==> src/rtl/pipe_ctrl_pkg.sv <==
// Shared encodings for the RV32 pipeline hazard controller: FSM states,
// forwarding select codes and the per-stage latch-control bundle.
package pipe_ctrl_pkg;

    localparam int unsigned STATE_W  = 2;
    localparam int unsigned FWD_W    = 2;
    localparam int unsigned FLUSH_CW = 3;

    typedef enum logic [STATE_W-1:0] {
        ST_RUN        = 2'd0,
        ST_LOAD_STALL = 2'd1,
        ST_BR_FLUSH   = 2'd2,
        ST_MEM_WAIT   = 2'd3
    } pipe_state_e;

    typedef enum logic [FWD_W-1:0] {
        FWD_RF    = 2'b00,
        FWD_EXMEM = 2'b01,
        FWD_MEMWB = 2'b10
    } fwd_sel_e;

    // Latch enables and bubble-inserts for every pipeline register.
    typedef struct packed {
        logic pc_ena;
        logic ifid_ena;
        logic idex_ena;
        logic exmem_ena;
        logic memwb_ena;
        logic ifid_flush;
        logic idex_flush;
    } stage_ctrl_t;

    localparam stage_ctrl_t CTL_GO     = 7'b11111_00;
    localparam stage_ctrl_t CTL_FREEZE = 7'b00000_00;

endpackage

==> src/rtl/fwd_sel_unit.sv <==
// EX-operand forwarding comparator for one source register; EX/MEM beats
// MEM/WB and x0 never forwards.
module fwd_sel_unit
    import pipe_ctrl_pkg::*;
#(
    parameter int unsigned REG_AW = 5
) (
    input  logic [REG_AW-1:0] ex_rs,
    input  logic [REG_AW-1:0] mem_rd,
    input  logic              mem_save_to_reg,
    input  logic [REG_AW-1:0] wb_rd,
    input  logic              wb_save_to_reg,
    output logic [FWD_W-1:0]  sel
);

    logic mem_hit;
    logic wb_hit;

    assign mem_hit = mem_save_to_reg && (mem_rd != '0) && (mem_rd == ex_rs);
    assign wb_hit  = wb_save_to_reg && (wb_rd != '0) && (wb_rd == ex_rs);

    always_comb begin
        sel = FWD_RF;
        if (mem_hit) begin
            sel = FWD_EXMEM;
        end else if (wb_hit) begin
            sel = FWD_MEMWB;
        end
    end

endmodule

==> src/rtl/pipe_hazard_ctrl.sv <==
// 5-stage pipeline controller: latch enables/flushes, load-use stall, branch
// squash, memory-wait freeze and forwarding selects. Perf counters exist only
// when HAZARD_PERF_CNT_EN is defined; otherwise they read as zero.
module pipe_hazard_ctrl
    import pipe_ctrl_pkg::*;
#(
    parameter int unsigned REG_AW     = 5,
    parameter int unsigned BR_PENALTY = 2,
    parameter int unsigned CNT_W      = 32
) (
    input  logic              stg_clk,
    input  logic              reset,
    input  logic [REG_AW-1:0] id_rs1,
    input  logic [REG_AW-1:0] id_rs2,
    input  logic              id_rs1_used,
    input  logic              id_rs2_used,
    input  logic [REG_AW-1:0] ex_rs1,
    input  logic [REG_AW-1:0] ex_rs2,
    input  logic [REG_AW-1:0] ex_rd,
    input  logic              ex_rd_memory,
    input  logic              ex_branch_taken,
    input  logic [REG_AW-1:0] mem_rd,
    input  logic              mem_save_to_reg,
    input  logic [REG_AW-1:0] wb_rd,
    input  logic              wb_save_to_reg,
    input  logic              mem_req,
    input  logic              mem_ack,
    output logic              pc_ena,
    output logic              ifid_ena,
    output logic              idex_ena,
    output logic              exmem_ena,
    output logic              memwb_ena,
    output logic              ifid_flush,
    output logic              idex_flush,
    output logic [1:0]        fwd_a,
    output logic [1:0]        fwd_b,
    output logic [1:0]        state_o,
    output logic [CNT_W-1:0]  stall_cnt,
    output logic [CNT_W-1:0]  flush_cnt
);

    pipe_state_e          state_q, state_d;
    pipe_state_e          ret_q, ret_d;
    logic [FLUSH_CW-1:0]  fcnt_q, fcnt_d;
    stage_ctrl_t          ctl;
    logic                 mem_stall;
    logic                 load_use;
    logic [FWD_W-1:0]     fwd_a_raw, fwd_b_raw;

    assign mem_stall = mem_req && !mem_ack;
    assign load_use  = ex_rd_memory && (ex_rd != '0) &&
                       ((id_rs1_used && (id_rs1 == ex_rd)) ||
                        (id_rs2_used && (id_rs2 == ex_rd)));

    always_ff @(posedge stg_clk or posedge reset) begin
        if (reset) begin
            state_q <= ST_RUN;
            ret_q   <= ST_RUN;
            fcnt_q  <= '0;
        end else begin
            state_q <= state_d;
            ret_q   <= ret_d;
            fcnt_q  <= fcnt_d;
        end
    end

    // Priority: memory freeze, then branch squash, then load-use bubble.
    always_comb begin
        state_d = state_q;
        ret_d   = ret_q;
        fcnt_d  = fcnt_q;
        ctl     = CTL_GO;
        if (mem_stall) begin
            ctl     = CTL_FREEZE;
            state_d = ST_MEM_WAIT;
            if (state_q != ST_MEM_WAIT) begin
                ret_d = (state_q == ST_BR_FLUSH) ? ST_BR_FLUSH : ST_RUN;
            end
        end else begin
            unique case (state_q)
                ST_RUN: begin
                    if (ex_branch_taken) begin
                        ctl.ifid_flush = 1'b1;
                        ctl.idex_flush = 1'b1;
                        if (BR_PENALTY > 1) begin
                            state_d = ST_BR_FLUSH;
                            fcnt_d  = FLUSH_CW'(BR_PENALTY - 1);
                        end
                    end else if (load_use) begin
                        ctl.pc_ena     = 1'b0;
                        ctl.ifid_ena   = 1'b0;
                        ctl.idex_flush = 1'b1;
                        state_d        = ST_LOAD_STALL;
                    end
                end
                ST_LOAD_STALL: state_d = ST_RUN;
                ST_BR_FLUSH: begin
                    ctl.ifid_flush = 1'b1;
                    if (fcnt_q <= FLUSH_CW'(1)) begin
                        state_d = ST_RUN;
                    end else begin
                        fcnt_d = fcnt_q - FLUSH_CW'(1);
                    end
                end
                ST_MEM_WAIT: state_d = ret_q;
                default:     state_d = ST_RUN;
            endcase
        end
    end

    fwd_sel_unit #(.REG_AW(REG_AW)) u_fwd_a (
        .ex_rs           (ex_rs1),
        .mem_rd          (mem_rd),
        .mem_save_to_reg (mem_save_to_reg),
        .wb_rd           (wb_rd),
        .wb_save_to_reg  (wb_save_to_reg),
        .sel             (fwd_a_raw)
    );

    fwd_sel_unit #(.REG_AW(REG_AW)) u_fwd_b (
        .ex_rs           (ex_rs2),
        .mem_rd          (mem_rd),
        .mem_save_to_reg (mem_save_to_reg),
        .wb_rd           (wb_rd),
        .wb_save_to_reg  (wb_save_to_reg),
        .sel             (fwd_b_raw)
    );

    // Reset forces every control output low, independent of the clock.
    assign pc_ena     = !reset && ctl.pc_ena;
    assign ifid_ena   = !reset && ctl.ifid_ena;
    assign idex_ena   = !reset && ctl.idex_ena;
    assign exmem_ena  = !reset && ctl.exmem_ena;
    assign memwb_ena  = !reset && ctl.memwb_ena;
    assign ifid_flush = !reset && ctl.ifid_flush;
    assign idex_flush = !reset && ctl.idex_flush;
    assign fwd_a      = reset ? FWD_RF : fwd_a_raw;
    assign fwd_b      = reset ? FWD_RF : fwd_b_raw;
    assign state_o    = state_q;

`ifdef HAZARD_PERF_CNT_EN
    logic [CNT_W-1:0] stall_cnt_q, flush_cnt_q;

    // Saturating event counters.
    always_ff @(posedge stg_clk or posedge reset) begin
        if (reset) begin
            stall_cnt_q <= '0;
            flush_cnt_q <= '0;
        end else begin
            if (!pc_ena && (stall_cnt_q != '1)) begin
                stall_cnt_q <= stall_cnt_q + CNT_W'(1);
            end
            if (ifid_flush && (flush_cnt_q != '1)) begin
                flush_cnt_q <= flush_cnt_q + CNT_W'(1);
            end
        end
    end

    assign stall_cnt = stall_cnt_q;
    assign flush_cnt = flush_cnt_q;
`else
    assign stall_cnt = '0;
    assign flush_cnt = '0;
`endif

endmodule

==> config.mk <==
export PLATFORM = sky130hd
export DESIGN_NAME = pipe_hazard_ctrl
export DESIGN_NICKNAME = d
export VERILOG_FILES = /design/src/rtl/pipe_ctrl_pkg.sv /design/src/rtl/fwd_sel_unit.sv /design/src/rtl/pipe_hazard_ctrl.sv
export SDC_FILE = /design/constraint.sdc
export NUM_CORES = 1
export LEC_CHECK = 0
export CAP_MARGIN = 20
export CORE_MARGIN = 2
export CORE_UTILIZATION = 32
export CTS_CLUSTER_SIZE = 24
export DETAILED_ROUTE_END_ITERATION = 10
export GPL_ROUTABILITY_DRIVEN = 0
export HOLD_SLACK_MARGIN = 0.05
export PLACE_DENSITY = 0.82
export SLEW_MARGIN = 30
export SYNTH_ARGS = -nofsm -noshare
export SYNTH_HDL_FRONTEND = slang
export SYNTH_HIERARCHICAL = 1
export SYNTH_SLANG_ARGS = --single-unit
==> constraint.sdc <==
create_clock -name stg_clk -period 2.3 [get_ports stg_clk]
set_input_delay 0.46 -clock stg_clk [delete_from_list [all_inputs] [get_ports stg_clk]]
set_output_delay 0.46 -clock stg_clk [all_outputs]
set_load 0.02 [all_outputs]
-- Word level (Yosys, flattened, before mapping)
Cells that the tools add are included.
- register bits after elaboration: 7
- bits of input ports: 45
- output and inout bits: 77
- word-level logic and storage cells: 75
- $add $sub $neg: 1
- magnitude comparators: 1
- equality and inequality tests: 14
- mux-type cells: 26
- bitwise logic cells: 1
- reduce and logical (&&, ||, !) cells: 29
- operator list (kind ; count):
    two-way mux 2 bit ; 16
    equality test 5 bit ; 6
    logical AND 1 bit ; 18
    nonzero test 5 bit ; 3
    two-way mux 3 bit ; 3
    case mux 2 bit (4 select lines) ; 1
    != test 2 bit, second input constant ; 3
    case mux 3 bit (2 select lines) ; 1
    equality test 2 bit, second input constant ; 2
    two-way mux 1 bit ; 4
    != test 4 bit, second input constant ; 1
    AND reduction 2 bit ; 2
    AND reduction 4 bit ; 1
    less-or-equal comparator 3 x 1 -> 1 bit, second input constant ; 1
    != test 3 x 2 -> 1 bit, second input constant ; 1
    subtractor 3 x 1 -> 3 bit, second input constant ; 1
    equality test 2 x 1 -> 1 bit, second input constant ; 1
    zero test 1 bit ; 2
    zero test 2 bit ; 1
    case mux 1 bit (2 select lines) ; 1
    nonzero test 2 bit ; 1
    logical OR 1 bit ; 1
    NOT 1 bit ; 1

-- Logic depth before layout (Yosys ltp)
Gate-level depths: netlist (run 1).
- depth after elaboration: 9
- gate-level depth with buffers: 6

-- Cells and area by module
The synthesis (run 1) kept the hierarchy.
- by module, submodules not included (module ; instances ; cells an instance ; area each (sq um)):
    pipe_hazard_ctrl ; 1 ; 129 ; 1062.3
    fwd_sel_unit ; 2 ; 21 ; 158.9

-- Least setup slack after synthesis (run 1)
No wires, ideal clock.
- path kind: input to output
- start: in mem_req
- end: out idex_flush
- arrival time: 1.713 ns
- path slack: 0.127 ns
- stages: 4
- path through: nor2b_1 nor2_1 nand2_1 o31ai_1
- longest elaborated chain between the ends: 3
- ends and longest elaborated chain (what ; RTL line ; text):
    start: declaration ; pipe_hazard_ctrl.sv:26 ; input logic mem_req,
    logical AND 1 bit ; pipe_hazard_ctrl.sv:50 ; assign mem_stall = mem_req && !mem_ack;
    two-way mux 2 bit ; pipe_hazard_ctrl.sv:73 ; if (mem_stall) begin
    logical AND 1 bit ; pipe_hazard_ctrl.sv:136 ; assign idex_flush = !reset && ctl.idex_flush;
    end: declaration ; pipe_hazard_ctrl.sv:34 ; output logic idex_flush,
Every way passes these cells.

-- Worst setup path in the final report (run 1)
- start: in ex_rs2[4]
- end: out fwd_b[1]
- longest elaborated chain between the ends: 5
- ends and longest elaborated chain (what ; RTL line ; text):
    start: declaration ; pipe_hazard_ctrl.sv:18 ; input logic [REG_AW-1:0] ex_rs2,
    equality test 5 bit ; fwd_sel_unit.sv:20 ; assign wb_hit = wb_save_to_reg && (wb_rd != '0) && (wb_rd == ex_rs);
    logical AND 1 bit ; fwd_sel_unit.sv:20 ;
    two-way mux 2 bit ; fwd_sel_unit.sv:26 ; end else if (wb_hit) begin
    two-way mux 2 bit (*) ; fwd_sel_unit.sv:24 ; if (mem_hit) begin
    net fwd_b_raw[1] ; pipe_hazard_ctrl.sv:48 ; logic [FWD_W-1:0] fwd_a_raw, fwd_b_raw;
    two-way mux 2 bit (*) ; pipe_hazard_ctrl.sv:138 ; assign fwd_b = reset ? FWD_RF : fwd_b_raw;
    end: declaration ; pipe_hazard_ctrl.sv:36 ; output logic [1:0] fwd_b,
Mark *: on every way through the listed nets, which the timed path passes. The rest lies on a longest branch.

==> impl_metrics.yaml, run 1 <==
die:
  core_area_mm2: 0.00409
  dieArea_mm2: 0.00485
  die_y_um: 69.7
  die_w_um: 69.7
  io_pins: 122
  start_util_pct: 33.8
  rows: 23
sta:
  fin_ws_ps: 56.0
  hold_slack_ps: 495
  min_period_ps: 2240
  hold_viol: 0
  max_freq_mhz: 446
  finalClockSkew_ps: 6.11
  setup_tns_ps: 0
  finalMaxSlewViolations: 0
  fin_crit_sh_pct: 97.6
  setup_viol: 0
global_route:
  grtUsageTotal_pct: 12.1
  grt_pass1_wl_um: 4780
  grt_pass1_vias: 1073
  grt.overflow.total: 0
  antenna_found_initial: 0
  grt_max_degree: 8
finish:
  antenna_cells: 0
  num-fill-cells: 427
  drive_gt1_share_pct: 22.0
  nets: 290
  post-route-cell-area_mm2: 0.00187
  synthToLayoutAreaGrowth_pct: 35.4
worst_setup_path:
  crit_fanout: 3
  crit_required_ps: 1840
  reg2reg_from: "fcnt_q[1]"
  regToRegSetupSlack_ps: 560
  critical_path_arrival_ps: 1780
  end_kind: "primary output"
  crit_path_start_kind: "input pin"
  r2r-end: "state_o[1]"
  reg2regPathDepth: 6
  worstSetupPathType: "in -> out"
cts:
  clkTransAtPathRegs_ps: 40
  cts_tree: "done"
  clock-sinks: 6
  root_buffer: "clkbuf_8"
  cts_buffer_depth: 2
  numCtsBuffers: 3
  htree_num_levels: 1
  clk_latency_ps: 230
  cts_hold_buf: 0
flow_run:
  cap_violations: 0
synth:
  ys.flop_type: "dfrtp_1"
  syn_area_per_cell_um2: 8.07
  ys_ff_latch: 6
  yosysWarnings: 6
  ys_seq_area_share_pct: 10.9
  syn-cell-area_mm2: 0.00138
  synthArstFlopShare_pct: 100
  synth.distinct_cells: 35
  synth_edf_count: 0
  postSynthCellCount: 171
hold_path:
  min_to: "ret_q[1]"
  hp-class: "reg -> reg"
  holdPathStages: 1
  min-delay-start: "ret_q[1]"
placed_design:
  place_area_mm2: 0.00185
  hpwl_um: 2780
  pre_cts_slack_ps: -690
  port_buffers: 57
route:
  final_antenna_net_count: 0
  wl_um: 3240
  vias_per_cell: 4.18
  drc_errors: 0
  num_vias: 1215
  first_pass_iters: 4
  wl_per_cell_um: 11.1
  drtIter0Drc: 51
pwr:
  ir_drop_v: 0.000161
  leakagePower_nw: 0.938
  powerDensity_mw_per_mm2: 331
outcome:
  status: "finished clean"
worst max path at each step:
stage	from	to	slack, ps	cells past startpoint
after floorplan	mem_req	idex_flush	130	4
after global placement	ex_rd[1]	ifid_ena	-650	6
after detailed placement	ex_rd[1]	pc_ena	-690	6
after CTS	mem_rd[1]	fwd_b[1]	10	7
after global routing	ex_rd[1]	idex_flush	-20	6
final	ex_rs2[4]	fwd_b[1]	60	8
Yosys cell counts, types with 3 or more instances:
cell type	count	area, um2
buf_4	70	526
dfrtp_1	6	150
inv_1	4	15.0
nand2_1	5	18.8
nand3_1	5	25.0
nor2_1	5	18.8
nor2b_1	5	31.3
nor3_1	6	30.0
nor4_1	4	25.0
o21ai_1	3	15.0
xnor2_1	12	105
xor2_1	14	123
cell type report:
| cell class | instances | area, um2 | area share [%] |
|---|---|---|---|
| flip-flops and latches | 6 | 150 | 8.03 |
| clock buffers | 3 | 41.3 | 2.21 |
| multi-input cells | 154 | 976 | 52.2 |
| repair buffers | 74 | 624 | 33.4 |
| inverters | 4 | 15.0 | 0.803 |
| well taps | 50 | 62.6 | 3.35 |
cells by family after synthesis:
kind of cell	share of synthesized area, %
xor+xnor	16.5
flops	10.9
mux	2.63
compound gates	13.4
other cells	0.272
simple gates	15.3
fa+ha+maj	1.81
buf+inv	39.2
cells in the final DEF, fill, tap and decap left out, types with 3 or more instances in the layout:
cell,n
xnor2_1,12
inv_1,4
nor3_1,5
buf_2,3
conb_1,64
dlymetal6s2s_1,3
dlygate4sd2_1,20
xor2_1,14
clkdlybuf4s50_1,15
dfrtp_1,6
nand2_1,5
clkbuf_8,3
nor2_1,5
nor2b_1,4
buf_4,21
nand3_1,5
nor3_2,3
clkbuf_2,7
routing by layer:
layer	track usage [%]	vias to the layer above	part of all wire [%]
met5	0	-	0
met4	3.85	0	2.0
met3	2.62	6	7.9
met1	13.5	560	39
li1	-	584	-
met2	22.5	65	51
metrics by stage:
| step | instances | utilization [%] | power (mW) |
|---|---|---|---|
| finish | 291 | 45.7 | 0.618 |
| global route | 291 | 45.7 | 0.648 |
| CTS | 291 | 45.6 | 0.612 |
| detailed placement | 288 | 45.3 | 0.464 |
| global placement | 288 | 45.3 | 0.457 |
| floorplan | 234 | - | 0.395 |
critical path, cell delays in order:
cell and delay, ps:
dlygate4sd2_1 270, nor2_1 210, o41ai_4 120, a211oi_2 280, buf_4 150, nor3_2 30, nor2b_1 120, buf_4 150
power breakdown:
| group | switching, mW | total (mW) | leakage [nW] | internal [mW] |
|---|---|---|---|---|
| combinational | 0.207 | 0.335 | 0.843 | 0.128 |
| clock | 0.0532 | 0.166 | 0.0216 | 0.113 |
| sequential | 0.00436 | 0.117 | 0.0731 | 0.113 |
flip-flops by register name, summed over array words and instances (netlist names):
signal,cells
state_o,2
ret_q,1
fcnt_q,3
what timing repair did:
item,in CTS,in global routing
endpoints found under the setup margin,11,7
setup buffers,1,0
hold endpoints to repair,0,0
cloned,0,0
pin swaps,15,12
resized for setup,80,26
(Power assumes the default switching activity.)
==> run 2, diff against run 1 <==
CORE_UTILIZATION = 25   (was 32)
HOLD_SLACK_MARGIN = not set   (was 0.05)
PLACE_DENSITY = 0.67   (was 0.82)
SKIP_CTS_REPAIR_TIMING = 1   (was not set)
==> run 2 against run 1 <==
Via count is 0.91% higher. Global-route usage decreased by 2.1 points. Worst hold slack worse by 9.4 ps. Worst setup slack gained 10 ps. Combinational power is 6.3% higher. Critical path type unchanged. Largest cell class unchanged.
==> impl_metrics.yaml, run 2 (same netlist as run 1, synthesis figures left out) <==
outcome:
  status: "finished clean"
worst_setup_path:
  critical_path_arrival_ps: 1770
  end_kind: "primary output"
  crit_fanout: 3
  regToRegSetupSlack_ps: 560
  worstSetupPathType: "in -> out"
  crit_required_ps: 1840
  reg2regPathDepth: 6
  crit_path_start_kind: "input pin"
placed_design:
  pre_cts_slack_ps: -790
  port_buffers: 57
  place_area_mm2: 0.00189
  dp.cells: 312
  hpwl_um: 2750
finish:
  largest-register: "fcnt_q"
  ff_latch_area_um2: 150
  final_common_cell: "conb_1"
  num-fill-cells: 563
  layout_common_cells: "64 x conb_1, 33 x dlymetal6s2s_1, 25 x buf_4, 14 x clkdlybuf4s50_1"
  nets: 294
  post-route-util_pct: 38.7
  synthToLayoutAreaGrowth_pct: 51.7
  multi_input_area_mm2: 0.00101
  antenna_cells: 0
  largest_reg_flops: 3
  drive_gt1_share_pct: 23.3
  fin_cells: 317
  post-route-cell-area_mm2: 0.00209
cts:
  clk_latency_ps: 230
  clkTransAtPathRegs_ps: 30
  clock-sinks: 6
  numCtsBuffers: 3
  cts_buffer_depth: 2
  cts_tree: "done"
  root_buffer: "clkbuf_8"
  htree_num_levels: 1
pwr:
  ir_drop_v: 0.000133
  powerDensity_mw_per_mm2: 304
  leakagePower_nw: 1.21
  finalPower_mw: 0.636
global_route:
  grt_max_degree: 8
  grt.overflow.total: 0
  met2_usage_pct: 18.7
  grtUsageMet1_pct: 11.0
  grt_pass1_vias: 1084
  gr-usage-met3_pct: 1.84
  antenna_found_initial: 0
  grt_pass1_wl_um: 4840
  grt.busiest_layer: "met2"
  grtUsageTotal_pct: 9.97
route:
  drc_errors: 0
  final_antenna_net_count: 0
  wl_um: 3320
  wl_per_cell_um: 10.5
  first_pass_iters: 4
  vias_per_cell: 3.87
  num_vias: 1226
  drtIter0Drc: 37
die:
  start_util_pct: 25.5
  rows: 27
  io_pins: 122
  dieArea_mm2: 0.00613
  die_y_um: 78.3
  core_area_mm2: 0.00541
  die_w_um: 78.3
sta:
  fin_ws_ps: 66.5
  max_freq_mhz: 448
  hold_viol: 0
  hold_slack_ps: 486
  setup_tns_ps: 0
  setup_viol: 0
  min_period_ps: 2230
  finalClockSkew_ps: 5.11
  finalMaxSlewViolations: 0
  fin_crit_sh_pct: 97.1
flow_run:
  cap_violations: 0
hold_path:
  hp-class: "reg -> reg"
  holdPathStages: 1
run 2: cell count changes in the layout (fill, tap and decap cells not counted), sizes merged:
cell / previous run / this run
clkdlybuf4s50: 15 / 14
dlymetal6s2s: 3 / 33
buf: 26 / 27
dlygate4sd2: 20 / 0
clkbuf: 10 / 7
clkdlybuf4s15: 3 / 0
run 2: power by group:
part	total (mW)	switching [mW]	leakage (nW)	internal, mW
Sequential	0.117	0.00487	0.0731	0.113
Combinational	0.356	0.209	1.12	0.147
Clock	0.162	0.0496	0.0216	0.113
run 2: worst paths after layout:
kind / endpoint / from
worst max-delay path: pc_ena / ex_rd[2]
min in group asynchronous: fcnt_q[2] / reset
max in group asynchronous: ret_q[1] / reset
worst min register to register: ret_q[1] / ret_q[1]
worst max register to register: state_o[1] / fcnt_q[1]
worst min-delay path: ret_q[1] / ret_q[1]
run 2: final cells by class:
type,instances,area share [%]
Clock buffer,3,1.97
Inverter,4,0.717
Multi-Input combinational cell,154,48.4
Sequential cell,6,7.17
Tap cell,72,4.30
Timing Repair Buffer,78,37.4
run 2: layer usage:
metal | vias to the layer above | wire [um]
li1 | 593 | -
met4 | 0 | 55
met1 | 560 | 1260
met2 | 66 | 1760
met5 | - | 0
met3 | 7 | 240
run 2: critical path: stages:
cell and delay, ps:
dlymetal6s2s_1 160, or4_4 560, o21ai_4 150, or4_4 140, o21a_1 170, buf_6 130
==> run 3, diff against run 2 <==
SETUP_SLACK_MARGIN = 0.02   (was not set)
TNS_END_PERCENT = 30   (was not set)
==> run 3 against run 2 <==
The flow now finishes with violations (setup timing). Final cell count decreased by 0.32%. Register-to-register slack about the same. First-iteration DRC count unchanged. Combinational power decreased by 1%. Fmax decreased by 6.6%. Non-clock buffer count decreased by 1. Worst hold slack about the same. Clock power about the same. Clock-buffer cell count unchanged. Global-route usage unchanged. Highest routed layer unchanged.
==> impl_metrics.yaml, run 3 (same netlist as run 1, synthesis figures left out) <==
worst_setup_path:
  crit_buf_inv: 3
  worstSetupPathType: "in -> out"
  crit_required_ps: 1840
  path_cells: "clkdlybuf4s50_1 > buf_4 > nor4_2 > nor3_1 > a21oi_1 > nor3_2 > nor2b_1 > buf_2"
  crit_path_start_kind: "input pin"
  crit_fanout: 2
  critical_path_arrival_ps: 1930
  end_kind: "primary output"
  crit_family: "buffers and inverters"
  crit_slowest_cell: "clkdlybuf4s50_1"
  slowest_delay_ps: 450
route:
  wl_per_cell_um: 10.2
  drtIter0Drc: 37
  first_pass_iters: 4
  num_vias: 1222
  wl_um: 3240
  vias_per_cell: 3.87
  final_antenna_net_count: 0
  drc_errors: 0
cts:
  clock-sinks: 6
  root_buffer: "clkbuf_8"
  htree_num_levels: 1
  clkTransAtPathRegs_ps: 30
  numCtsBuffers: 3
  clk_latency_ps: 230
  cts_buffer_depth: 2
  cts_tree: "done"
sta:
  finalMaxSlewViolations: 0
  min_period_ps: 2390
  hold_viol: 0
  finalClockSkew_ps: 5.10
  setup_viol: 3
  fin_ws_ps: -92.0
  max_freq_mhz: 418
  rsz0062_at_grt: "yes"
  hold_slack_ps: 486
  setup_tns_ps: -249
  fin_crit_sh_pct: 104
placed_design:
  pre_cts_slack_ps: -790
  place_area_mm2: 0.00189
  hpwl_um: 2750
  port_buffers: 57
  dp.cells: 312
hold_path:
  hp-class: "reg -> reg"
die:
  start_util_pct: 25.5
  dieArea_mm2: 0.00613
  io_pins: 122
  die_y_um: 78.3
  rows: 27
  die_w_um: 78.3
  core_area_mm2: 0.00541
finish:
  synthToLayoutAreaGrowth_pct: 46.6
  num-fill-cells: 568
  post-route-util_pct: 37.4
  layout_common_cells: "64 x conb_1, 23 x clkdlybuf4s50_1, 23 x buf_4, 22 x dlymetal6s2s_1"
  largest_reg_flops: 3
  post-route-cell-area_mm2: 0.00202
  largest-register: "fcnt_q"
  nets: 293
  fin_cells: 316
  final_common_cell: "conb_1"
  antenna_cells: 0
  drive_gt1_share_pct: 22.1
flow_run:
  cap_violations: 0
pwr:
  pwr-share-seq_pct: 18.6
  swShare_pct: 41.2
  p_comb_share_pct: 55.7
  ir_drop_v: 0.000133
  clockPowerShare_pct: 25.7
  powerDensity_mw_per_mm2: 313
  leakagePower_nw: 1.11
  finalPower_mw: 0.632
  internal_power_mw: 0.372
  power_switching_mw: 0.260
global_route:
  antenna_found_initial: 0
  grt_pass1_vias: 1084
  grt.overflow.total: 0
  grtUsageTotal_pct: 9.97
  grt_max_degree: 8
  grt_pass1_wl_um: 4840
outcome:
  status: "finished with violations"
  violations: "setup timing"
==> run 3: changes by cell type in the layout (fill, tap and decap cells not counted), moves of 2 or more <==
cell,delta
buf_4,-2
nor2_1,+2
nor2_2,-2
dlymetal6s2s_1,-11
clkbuf_2,+2
clkdlybuf4s50_1,+9
==> run 3: metal layers <==
metal	up-vias	global-route usage [%]	wire length, um
li1	592	-	-
met1	556	11.0	1240
met2	67	18.7	1690
met3	7	1.84	257
met4	0	4.04	55
met5	-	0	0
==> run 3: layout make-up <==
class	count	area, um2	area share [%]
tap	72	90.1	4.45
clock buffer	3	41.3	2.04
multi-input combinational	154	991	49.0
sequential	6	150	7.42
inverter	4	15.0	0.742
timing repair buffer	77	736	36.4
==> run 3: worst reg2reg max path, cell delays in order, from the launching register on <==
cell and delay, ps:
dfrtp_1 390, inv_1 90, ha_1 130, o21ba_1 170
or2_4 250, mux2_4 260, a221o_1 340
==> run 3: worst paths after layout <==
| path | depth (start not counted) | start | slack [ps] | endpoint |
|---|---|---|---|---|
| min in group asynchronous | 3 | reset | 660 | fcnt_q[2] |
| setup / recovery | 8 | ex_rs2[0] | -90 | fwd_b[1] |
| max in group asynchronous | 3 | reset | 1430 | ret_q[1] |
| setup reg to reg | 6 | fcnt_q[1] | 570 | state_o[1] |
| hold / removal | 1 | ret_q[1] | 490 | ret_q[1] |
| hold reg to reg | 1 | ret_q[1] | 490 | ret_q[1] |
==> run 3: power by group through the flow <==
stage                     logic, mW  registers [mW]  clock network, mW
after floorplan               0.274           0.121                  0
after global placement        0.344           0.119                  0
after detailed placement      0.347           0.119                  0
after CTS                     0.348           0.117              0.166
after global routing          0.379           0.118              0.173
final                         0.352           0.118              0.163
